===== config.mk =====
export PLATFORM = sky130hd
export DESIGN_NAME = instr_fetch_unit
export DESIGN_NICKNAME = d
export VERILOG_FILES = /design/src/rtl/fetch_pkg.sv /design/src/rtl/fetch_fifo.sv /design/src/rtl/instr_fetch_unit.sv
export SDC_FILE = /design/constraint.sdc
export NUM_CORES = 1
export LEC_CHECK = 0
export CAP_MARGIN = 20
export CORE_MARGIN = 5
export CORE_UTILIZATION = 54
export DETAILED_ROUTE_END_ITERATION = 7
export PLACE_DENSITY = 0.84
export SYNTH_ARGS = -nofsm -noshare
export SYNTH_HDL_FRONTEND = slang
export SYNTH_SLANG_ARGS = --single-unit

===== constraint.sdc =====
create_clock -name clk -period 3.8 [get_ports clk]
set_input_delay 0.76 -clock clk [delete_from_list [all_inputs] [get_ports clk]]
set_output_delay 0.76 -clock clk [all_outputs]
set_load 0.05 [all_outputs]

===== src/rtl/fetch_pkg.sv =====
`default_nettype none
// ============================================================================
// Module   : fetch_pkg
// Purpose  : Shared constants and the FIFO entry type for the instruction
//            fetch unit.
// Contents : ADDR_W, INSTR_W, RESET_PC, fetch_entry_t {pc, instr}
// Revision : 1.0  initial release
// ============================================================================
package fetch_pkg;

  localparam int          ADDR_W   = 8;
  localparam int          INSTR_W  = 24;
  localparam logic [7:0]  RESET_PC = 8'h00;

  typedef struct packed {
    logic [ADDR_W-1:0]  pc;
    logic [INSTR_W-1:0] instr;
  } fetch_entry_t;

endpackage : fetch_pkg
`default_nettype wire


===== src/rtl/fetch_fifo.sv =====
`default_nettype none
// ============================================================================
// Module   : fetch_fifo
// Purpose  : 2-entry FIFO holding fetched {pc, instr} pairs. Entry 0 is
//            always the head; a pop shifts entry 1 down.
// Ports    : clk, rst_n          clock, async active-low reset
//            push, push_data     write one entry (ignored when full and no pop)
//            pop                 remove head (ignored when empty)
//            flush               discard all entries (wins over push/pop)
//            count               number of valid entries, 0..2
//            head                entry at the FIFO head
// Revision : 1.0  initial release
// ============================================================================
module fetch_fifo
  import fetch_pkg::*;
#(
  parameter type ENTRY_T = fetch_entry_t
) (
  input  logic       clk,
  input  logic       rst_n,
  input  logic       push,
  input  ENTRY_T     push_data,
  input  logic       pop,
  input  logic       flush,
  output logic [1:0] count,
  output ENTRY_T     head
);

  ENTRY_T     entry0_q;
  ENTRY_T     entry1_q;
  logic [1:0] count_q;
  logic       pop_ok;
  logic       push_ok;

  assign pop_ok  = pop & (count_q != 2'd0);
  assign push_ok = push & ((count_q != 2'd2) | pop_ok);

  always_ff @(posedge clk or negedge rst_n) begin
    if (!rst_n) begin
      entry0_q <= '0;
      entry1_q <= '0;
      count_q  <= 2'd0;
    end else if (flush) begin
      count_q <= 2'd0;
    end else if (push_ok && pop_ok) begin
      // Count unchanged; new data lands behind whatever remains.
      if (count_q == 2'd2) begin
        entry0_q <= entry1_q;
        entry1_q <= push_data;
      end else begin
        entry0_q <= push_data;
      end
    end else if (push_ok) begin
      if (count_q == 2'd0) begin
        entry0_q <= push_data;
      end else begin
        entry1_q <= push_data;
      end
      count_q <= count_q + 2'd1;
    end else if (pop_ok) begin
      entry0_q <= entry1_q;
      count_q  <= count_q - 2'd1;
    end
  end

  assign count = count_q;
  assign head  = entry0_q;

endmodule : fetch_fifo
`default_nettype wire


===== src/rtl/instr_fetch_unit.sv =====
`default_nettype none
// ============================================================================
// Module   : instr_fetch_unit
// Purpose  : Read-side master for the instruction memory. Owns the PC,
//            absorbs the one-cycle synchronous read latency and delivers
//            (pc, instr) pairs to decode over valid/ready. Supports redirect
//            with flush, fetch enable and backpressure.
// Ports    : clk, rst_n               clock, async active-low reset
//            fetch_en                 permit new memory reads
//            redirect_valid/_pc       load new PC, flush all fetched work
//            mem_addr                 memory address (= registered PC)
//            mem_rdata                memory data, one cycle after address
//            instr_valid/_ready       decode handshake
//            instr_data, instr_pc     head instruction and its address
// Revision : 1.0  initial release
// ============================================================================
module instr_fetch_unit
  import fetch_pkg::*;
#(
  parameter int                 ADDR_W   = fetch_pkg::ADDR_W,
  parameter int                 INSTR_W  = fetch_pkg::INSTR_W,
  parameter logic [ADDR_W-1:0]  RESET_PC = fetch_pkg::RESET_PC
) (
  input  logic               clk,
  input  logic               rst_n,
  input  logic               fetch_en,
  input  logic               redirect_valid,
  input  logic [ADDR_W-1:0]  redirect_pc,
  output logic [ADDR_W-1:0]  mem_addr,
  input  logic [INSTR_W-1:0] mem_rdata,
  output logic               instr_valid,
  input  logic               instr_ready,
  output logic [INSTR_W-1:0] instr_data,
  output logic [ADDR_W-1:0]  instr_pc
);

  typedef struct packed {
    logic [ADDR_W-1:0]  pc;
    logic [INSTR_W-1:0] instr;
  } entry_t;

  logic [ADDR_W-1:0] pc_q;
  logic [ADDR_W-1:0] inf_pc_q;
  logic              inf_q;
  logic [1:0]        count;
  entry_t            head;
  entry_t            push_data;
  logic              pop;
  logic              push;
  logic              issue;
  logic [2:0]        occupancy;

  assign pop = instr_valid & instr_ready;

  // Entries stored plus the read in flight must leave room for a new read
  // after this cycle's pop, so a full FIFO can never be pushed.
  assign occupancy = {1'b0, count} + {2'b00, inf_q};
  assign issue     = fetch_en & ~redirect_valid
                   & (occupancy < (3'd2 + {2'b00, pop}));

  // A redirect discards the result of the read currently in flight.
  assign push           = inf_q & ~redirect_valid;
  assign push_data.pc    = inf_pc_q;
  assign push_data.instr = mem_rdata;

  always_ff @(posedge clk or negedge rst_n) begin
    if (!rst_n) begin
      pc_q     <= RESET_PC;
      inf_pc_q <= '0;
      inf_q    <= 1'b0;
    end else if (redirect_valid) begin
      pc_q  <= redirect_pc;
      inf_q <= 1'b0;
    end else if (issue) begin
      inf_q    <= 1'b1;
      inf_pc_q <= pc_q;
      pc_q     <= pc_q + ADDR_W'(1);
    end else begin
      inf_q <= 1'b0;
    end
  end

  fetch_fifo #(
    .ENTRY_T (entry_t)
  ) u_fifo (
    .clk       (clk),
    .rst_n     (rst_n),
    .push      (push),
    .push_data (push_data),
    .pop       (pop),
    .flush     (redirect_valid),
    .count     (count),
    .head      (head)
  );

  assign mem_addr    = pc_q;
  assign instr_valid = (count != 2'd0);
  assign instr_data  = head.instr;
  assign instr_pc    = head.pc;

endmodule : instr_fetch_unit
`default_nettype wire

==> implementation parameters, run 1 <==
Parameter                              Value

Run status
  Result of the run    completed

Final layout
  Count of placed standard cells in the final layout, fillers left out    between 400 and 500
  Fraction of final layout cells sized beyond drive strength 1    a little over an eighth
  Area of all placed cells without fillers    between 4000 and 5000 um^2
  N_diodes    0
  Nets    around 420
  Layout-stage area growth over the synthesis result    27.8%

Critical path
  Logic depth of the worst register-to-register path    6
  Critical path peak fanout    32
  Setup CP Type    input pin to flop
  Reg-to-Reg Start    u_fifo.count[0]
  Critical path startpoint category    input pin
  Data required time at the worst endpoint    roughly 4000 ps
  CP max stage cell    or3_2
  Cells traversed along the worst timing path    clkdlybuf4s50_1 -> or3_2 -> mux2i_1 -> a21oi_1
  Category of the worst setup path capture point    flop
  Worst R2R End    mem_addr[7]
  CP peak stage delay    approximately 1000 ps
  Data arrival time at the worst-slack endpoint    between 2000 and 3000 ps
  Reg2Reg Setup Slack    1630 ps

Clocking
  Number of buffers added by the clock tree synthesis step    9
  Clock tree sinks    just over 80
  Cell chosen for the clock root    clkbuf_8
  Post-cts repair resize count    0
  Clk slew on worst S/H paths    roughly 80 ps
  Clock tree from TritonCTS    done
  H-tree depth    3
  Clock insertion delay at the later pin of the skew report    350 ps
  Hold bufs inserted after CTS    0
  Clock buffer depth    2
  Buffer count from post-CTS setup fixing    0

Timing
  Fin. Hold Viols    0
  Count of final max-slew check failures    0
  Worst slew margin relative to its limit    about a third
  Final setup TNS    0 ps
  Final setup skew    about 6.2 ps
  Share of the cycle needed by the critical path after routing    a little over two thirds
  Shortest period the worst path allows    ~2700 ps
  Setup repair after global routing missed its margin    no
  Max Fclk    roughly 370 MHz
  Number of setup violations in the final report    0
  Pin slew with the least headroom to its limit    1000 ps

Power and ir drop
  Static leakage    2.18 nW
  Power density of the placed cells    ~560 nW/um^2
  Worst vdd rail ir drop    approximately 0.27 mV

Synthesis
  Most numerous cell types in the synthesized netlist    dfrtp_1, nor2_1, a21oi_1, mux2i_1, mux2_2
  Area leader, netlist    dfrtp_1
  Synthesized flop and latch total    between 80 and 90
  Syn Std Cell Area    about 3600 um^2
  Post-synthesis async set-or-reset flop share    100%
  Area fraction of the dominant cell type after synthesis    a little under three fifths
  Sequential fraction of the synthesis area    57.2%
  Number of distinct library cells after synthesis    29
  Mean cell area of the mapped netlist    between 10 and 15 um^2
  Cells after Synth    roughly 300
  Library cell with the highest instance count after synthesis    dfrtp_1
  Synth Warn #    0
  Primary FF master, synth    dfrtp_1
  Number of enable-type register cells in the synthesized netlist    0
  Largest cells by area after synthesis    dfrtp_1, mux2_2, mux2i_1
  Synthesized Nets    approximately 340

Placement
  Detailed placement HPWL    about 4900 um
  Placer's final routability congestion estimate    0.836
  Area after detailed placement    4450 um^2
  Count of buffers inserted at the top-level ports    between 70 and 80
  Placed cell count    between 400 and 500

Routing
  Drc violations    0
  Average wire length per cell after detail routing    16.4 um
  Routed via count    ~2.6k
  First-pass iteration count of the detailed router    4
  Number of routed nets with antenna violations    0
  Number of DRC violations after detailed-routing iteration 0    around 140
  Detailed-route wire length    about 7500 um
  Via density per instance    between 5 and 6

GRT
  Largest net degree at the start of global routing    84
  Global routing usage summed across all routing layers    between 10% and 20%
  Vias in the first global route    2650
  Gr ovfl total    0
  Global-route wire length before repair    ~13000 um
  Number of antenna violations at the first check in global routing    0

Floorplan
  Cell row count    29
  Die extent in y    ~92 um
  Starting utilization of the core area    a little under three fifths
  Floorplan Core Area    ~6500 um^2
  Die outline area    roughly 8500 um^2
  Chip Width    around 92 um
  Ports placed on the boundary    between 70 and 80

Job
  Max capacitance violation total    0

Worst hold path
  Worst min-delay path class    input pin to async pin
-- metal layers --
layer	GRT usage, %	part of all wire [%]
met1	26.4	46
met2	28.5	45
met3	6.46	7.3
met4	7.80	1.1
met5	0	0
-- worst max-delay path by stage --
stage                         from               to
floorplan           redirect_valid   u_fifo.head[0]
global placement    redirect_valid  u_fifo.head[24]
detailed placement  redirect_valid   u_fifo.head[1]
CTS                 redirect_valid  u_fifo.head[11]
global route        redirect_valid  u_fifo.head[11]
finish              redirect_valid  u_fifo.head[11]
-- critical path: cells and delay by family --
family / cells / cell delay, ps
AND/OR/NAND/NOR: 1 / 1010
buffers and inverters: 1 / 650
multiplexers: 1 / 350
AO/OA/AOI/OAI: 1 / 110
-- final cells by class --
class                   instances  area, um^2
clock inverters                 5        30.0
repair buffers                 80         823
fillers                       466        1820
clock buffers                  10         138
well taps                      77        96.3
inverters                       6        22.5
flip-flops and latches         83        2080
multi-input cells             198        1460
-- cells in the final DEF, fill, tap and decap left out, types with 3 or more instances in the layout --
cell type / n
ha_1: 3
or4_1: 5
nand2_1: 3
mux2_2: 30
nor2b_1: 3
a31oi_1: 7
inv_1: 6
nor2_1: 39
nand3_1: 5
a21oi_1: 34
dfrtp_1: 83
clkdlybuf4s50_1: 76
clkinv_2: 3
o21ai_0: 5
nand4_1: 3
o31ai_1: 3
clkbuf_8: 10
mux2_1: 10
mux2i_1: 32
-- report_power, final --
group	total, mW	leakage, nW	internal, mW	switching (mW)
sequential	1.17	1.02	1.06	0.111
clock	0.559	0.0839	0.248	0.311
combinational	0.873	1.07	0.335	0.537
-- registers in the layout, summed over array words and instances, names as in the netlist --
register         count
inf_pc_q             8
u_fifo.count         2
u_fifo.head         32
inf_q                1
u_fifo.entry1_q     32
mem_addr             8
-- stage by stage --
step	setup slack, ps	hold WS (ps)	power (mW)	util [%]
2_1_floorplan	1820	458	1.73	-
3_3_place_gp	908	467	2.03	68.8
3_5_place_dp	843	476	2.06	68.8
4_1_cts	1130	494	2.61	71.4
5_1_grt	1040	268	2.73	71.9
6_report	1110	264	2.60	71.9
-- logic make-up after synthesis --
family	after synthesis	synth area share [%]
buf+inv	22	2.96
compound gates	57	8.96
fa+ha+maj	3	1.03
simple gates	66	8.65
mux	72	21.2
flops	83	57.2
Note: power is estimated with default switching activity, not from simulation.
==> run 2: changes to the inputs <==
--- a/config.mk
+++ b/config.mk
@@ -7,9 +7,9 @@
 export LEC_CHECK = 0
 export CAP_MARGIN = 20
 export CORE_MARGIN = 5
-export CORE_UTILIZATION = 54
+export CORE_UTILIZATION = 51
 export DETAILED_ROUTE_END_ITERATION = 7
-export PLACE_DENSITY = 0.84
+export PLACE_DENSITY = 0.8
 export SYNTH_ARGS = -nofsm -noshare
 export SYNTH_HDL_FRONTEND = slang
 export SYNTH_SLANG_ARGS = --single-unit
==> constraint.sdc (replaced) <==
create_clock -name clk -period 2.8 [get_ports clk]
set_input_delay 0.56 -clock clk [delete_from_list [all_inputs] [get_ports clk]]
set_output_delay 0.56 -clock clk [all_outputs]
set_load 0.05 [all_outputs]
==> run 2 against run 1 <==
  * Worst setup slack worse by 730 ps
  * Sequential power grew 36%
  * Register-to-register slack worse by 950 ps
  * Total power is 41% higher
  * Critical endpoint is now instr_valid
  * Utilization shrank 3.0 points
  * Clock power rose by 61%
  * Sequential share of layout area fell by 0.84 points
  * Critical path depth fell by 1
  * Clock-buffer cell count grew 3
  * Cell count increased by 4.8%
  * Non-clock buffer count increased by 2
  * Clock skew is 2.3 ps higher
==> implementation parameters, run 2 (synthesis gave the netlist of run 1 again) <==
Parameter                              Value

Run status
  Result of the run    completed (unchanged)

Clocking
  Hold bufs inserted after CTS    0 (unchanged)
  Buffer count from post-CTS setup fixing    0 (unchanged)
  H-tree depth    3 (unchanged)
  Clock buffer depth    2 (unchanged)
  Cell chosen for the clock root    clkbuf_8 (unchanged)
  Number of buffers added by the clock tree synthesis step    9 (unchanged)
  Post-cts repair resize count    0 (unchanged)
  Clock tree from TritonCTS    done (unchanged)
  Clk slew on worst S/H paths    80 ps (about the same)
  Clock insertion delay at the later pin of the skew report    340 ps (was 350 ps)
  Clock tree sinks    83 (unchanged)

Final layout
  Leading cell types in the layout, fill and taps excluded    dfrtp_1, clkdlybuf4s50_1, nor2_1 (unchanged)
  Nets    420 (was 418)
  Layout-stage area growth over the synthesis result    30.2% (was 27.8%)
  Most common cell after layout, fill and taps aside    dfrtp_1 (unchanged)
  Count of placed standard cells in the final layout, fillers left out    481 (was 459)
  N_diodes    0 (unchanged)
  Fraction of final layout cells sized beyond drive strength 1    14.0% (was 13.6%)

Timing
  Share of the cycle needed by the critical path after routing    a little under nine tenths
  Final setup TNS    0 ps (unchanged)
  Setup repair after global routing missed its margin    no (unchanged)
  Fin. Hold Viols    0 (unchanged)
  Max Fclk    414 MHz
  Pin slew with the least headroom to its limit    641 ps (was 1000 ps)
  Final setup skew    8.41 ps (was 6.15 ps)
  Worst slew margin relative to its limit    57.3% (was 33.3%)
  Number of setup violations in the final report    0 (unchanged)
  Shortest period the worst path allows    about 2400 ps
  Count of final max-slew check failures    0 (unchanged)

GRT
  Number of antenna violations at the first check in global routing    0 (unchanged)
  Vias in the first global route    2699 (was 2650)
  Global-route wire length before repair    13000 um (about the same)
  Largest net degree at the start of global routing    65 (was 84)
  Gr ovfl total    0 (unchanged)
  Global routing usage summed across all routing layers    18.5% (was 19.3%)

Placement
  Placer's final routability congestion estimate    0.828 (was 0.836)
  Placed cell count    465 (was 443)
  Count of buffers inserted at the top-level ports    77 (unchanged)
  Detailed placement HPWL    5100 um (was 4890 um)

Floorplan
  Die extent in y    94.4 um (was 92.0 um)
  Die outline area    8910 um^2 (was 8470 um^2)
  Chip Width    94.4 um (was 92.0 um)
  Ports placed on the boundary    78 (unchanged)
  Floorplan Core Area    6870 um^2 (was 6460 um^2)
  Cell row count    30 (was 29)
  Starting utilization of the core area    52.9% (was 56.2%)

Worst hold path
  Worst min-delay path class    input pin to async pin (unchanged)

Routing
  Drc violations    0 (unchanged)
  Routed via count    2640 (was 2591)
  Number of DRC violations after detailed-routing iteration 0    98 (was 144)
  Number of routed nets with antenna violations    0 (unchanged)
  Average wire length per cell after detail routing    16.1 um (was 16.4 um)
  Via density per instance    5.49 (was 5.64)
  Detailed-route wire length    7740 um (was 7510 um)
  First-pass iteration count of the detailed router    4 (unchanged)

Job
  Max capacitance violation total    0 (unchanged)

Critical path
  Data required time at the worst endpoint    2240 ps (was 4020 ps)
  Setup CP Type    flop to output pin (was input pin to flop)
  Critical path startpoint category    flop (was input pin)
  Category of the worst setup path capture point    output pin (was flop)
  Data arrival time at the worst-slack endpoint    1850 ps (was 2910 ps)
  Critical path peak fanout    8 (was 32)

Power and ir drop
  Worst vdd rail ir drop    0.315 mV (was 0.270 mV)
  Static leakage    2.21 nW (was 2.18 nW)
  Power density of the placed cells    776 nW/um^2 (was 560 nW/um^2)
==> run 2: cell types whose count changed in the layout (fill, tap and decap cells not counted), sizes merged <==
| cell | previous run | this run |
|---|---|---|
| buf | 4 | 6 |
| bufinv | 0 | 1 |
| inv | 6 | 7 |
| clkinv | 3 | 1 |
| clkbuf | 10 | 13 |
| clkinvlp | 2 | 0 |
==> run 2: final cells by class <==
type	count	area [um^2]
clock buffers	13	169
clock inverters	3	43.8
fillers	535	2140
inverters	6	22.5
multi-input cells	198	1460
flip-flops and latches	83	2080
well taps	96	120
repair buffers	82	843
==> run 2: critical path, stage by stage, from the launching register on <==
cell	delay, ps
dfrtp_1	460
nor2_1	290
inv_1	70
clkdlybuf4s50_1	700
==> run 2: worst paths after layout <==
check	end	slack [ps]	cells past startpoint	start
hold reg to reg	u_fifo.entry1_q[28]	490	1	u_fifo.entry1_q[28]
max in group asynchronous	u_fifo.head[31]	1940	2	rst_n
hold / removal	u_fifo.head[10]	240	1	rst_n
setup / recovery	instr_valid	390	3	u_fifo.count[0]
min in group clk	u_fifo.entry1_q[28]	490	1	u_fifo.entry1_q[28]
setup reg to reg	mem_addr[7]	680	6	u_fifo.count[0]
==> run 2: stage by stage <==
| step | setup slack (ps) | power, mW | hold WS, ps | utilization (%) | cell area (um^2) |
|---|---|---|---|---|---|
| floorplan | 891 | 2.35 | 264 | - | 3630 |
| global placement | 445 | 2.76 | 467 | 65.8 | 4520 |
| detailed placement | 399 | 2.80 | 475 | 65.8 | 4520 |
| CTS | 388 | 3.71 | 258 | 68.9 | 4730 |
| global route | 279 | 3.86 | 287 | 68.9 | 4730 |
| finish | 387 | 3.67 | 244 | 68.9 | 4730 |
==> run 2: report_power, final <==
part,internal [mW],total [mW],switching [mW],leakage [nW]
clock,0.488,0.899,0.411,0.110
combinational,0.455,1.18,0.729,1.08
sequential,1.44,1.59,0.153,1.02
==> run 2: metal layers <==
layer	part of all wire (%)	vias up	GRT usage, %
li1	-	1239	-
met1	45	1313	25.3
met2	47	79	29.1
met3	6.5	9	4.94
met4	0.93	0	5.66
met5	0	-	0
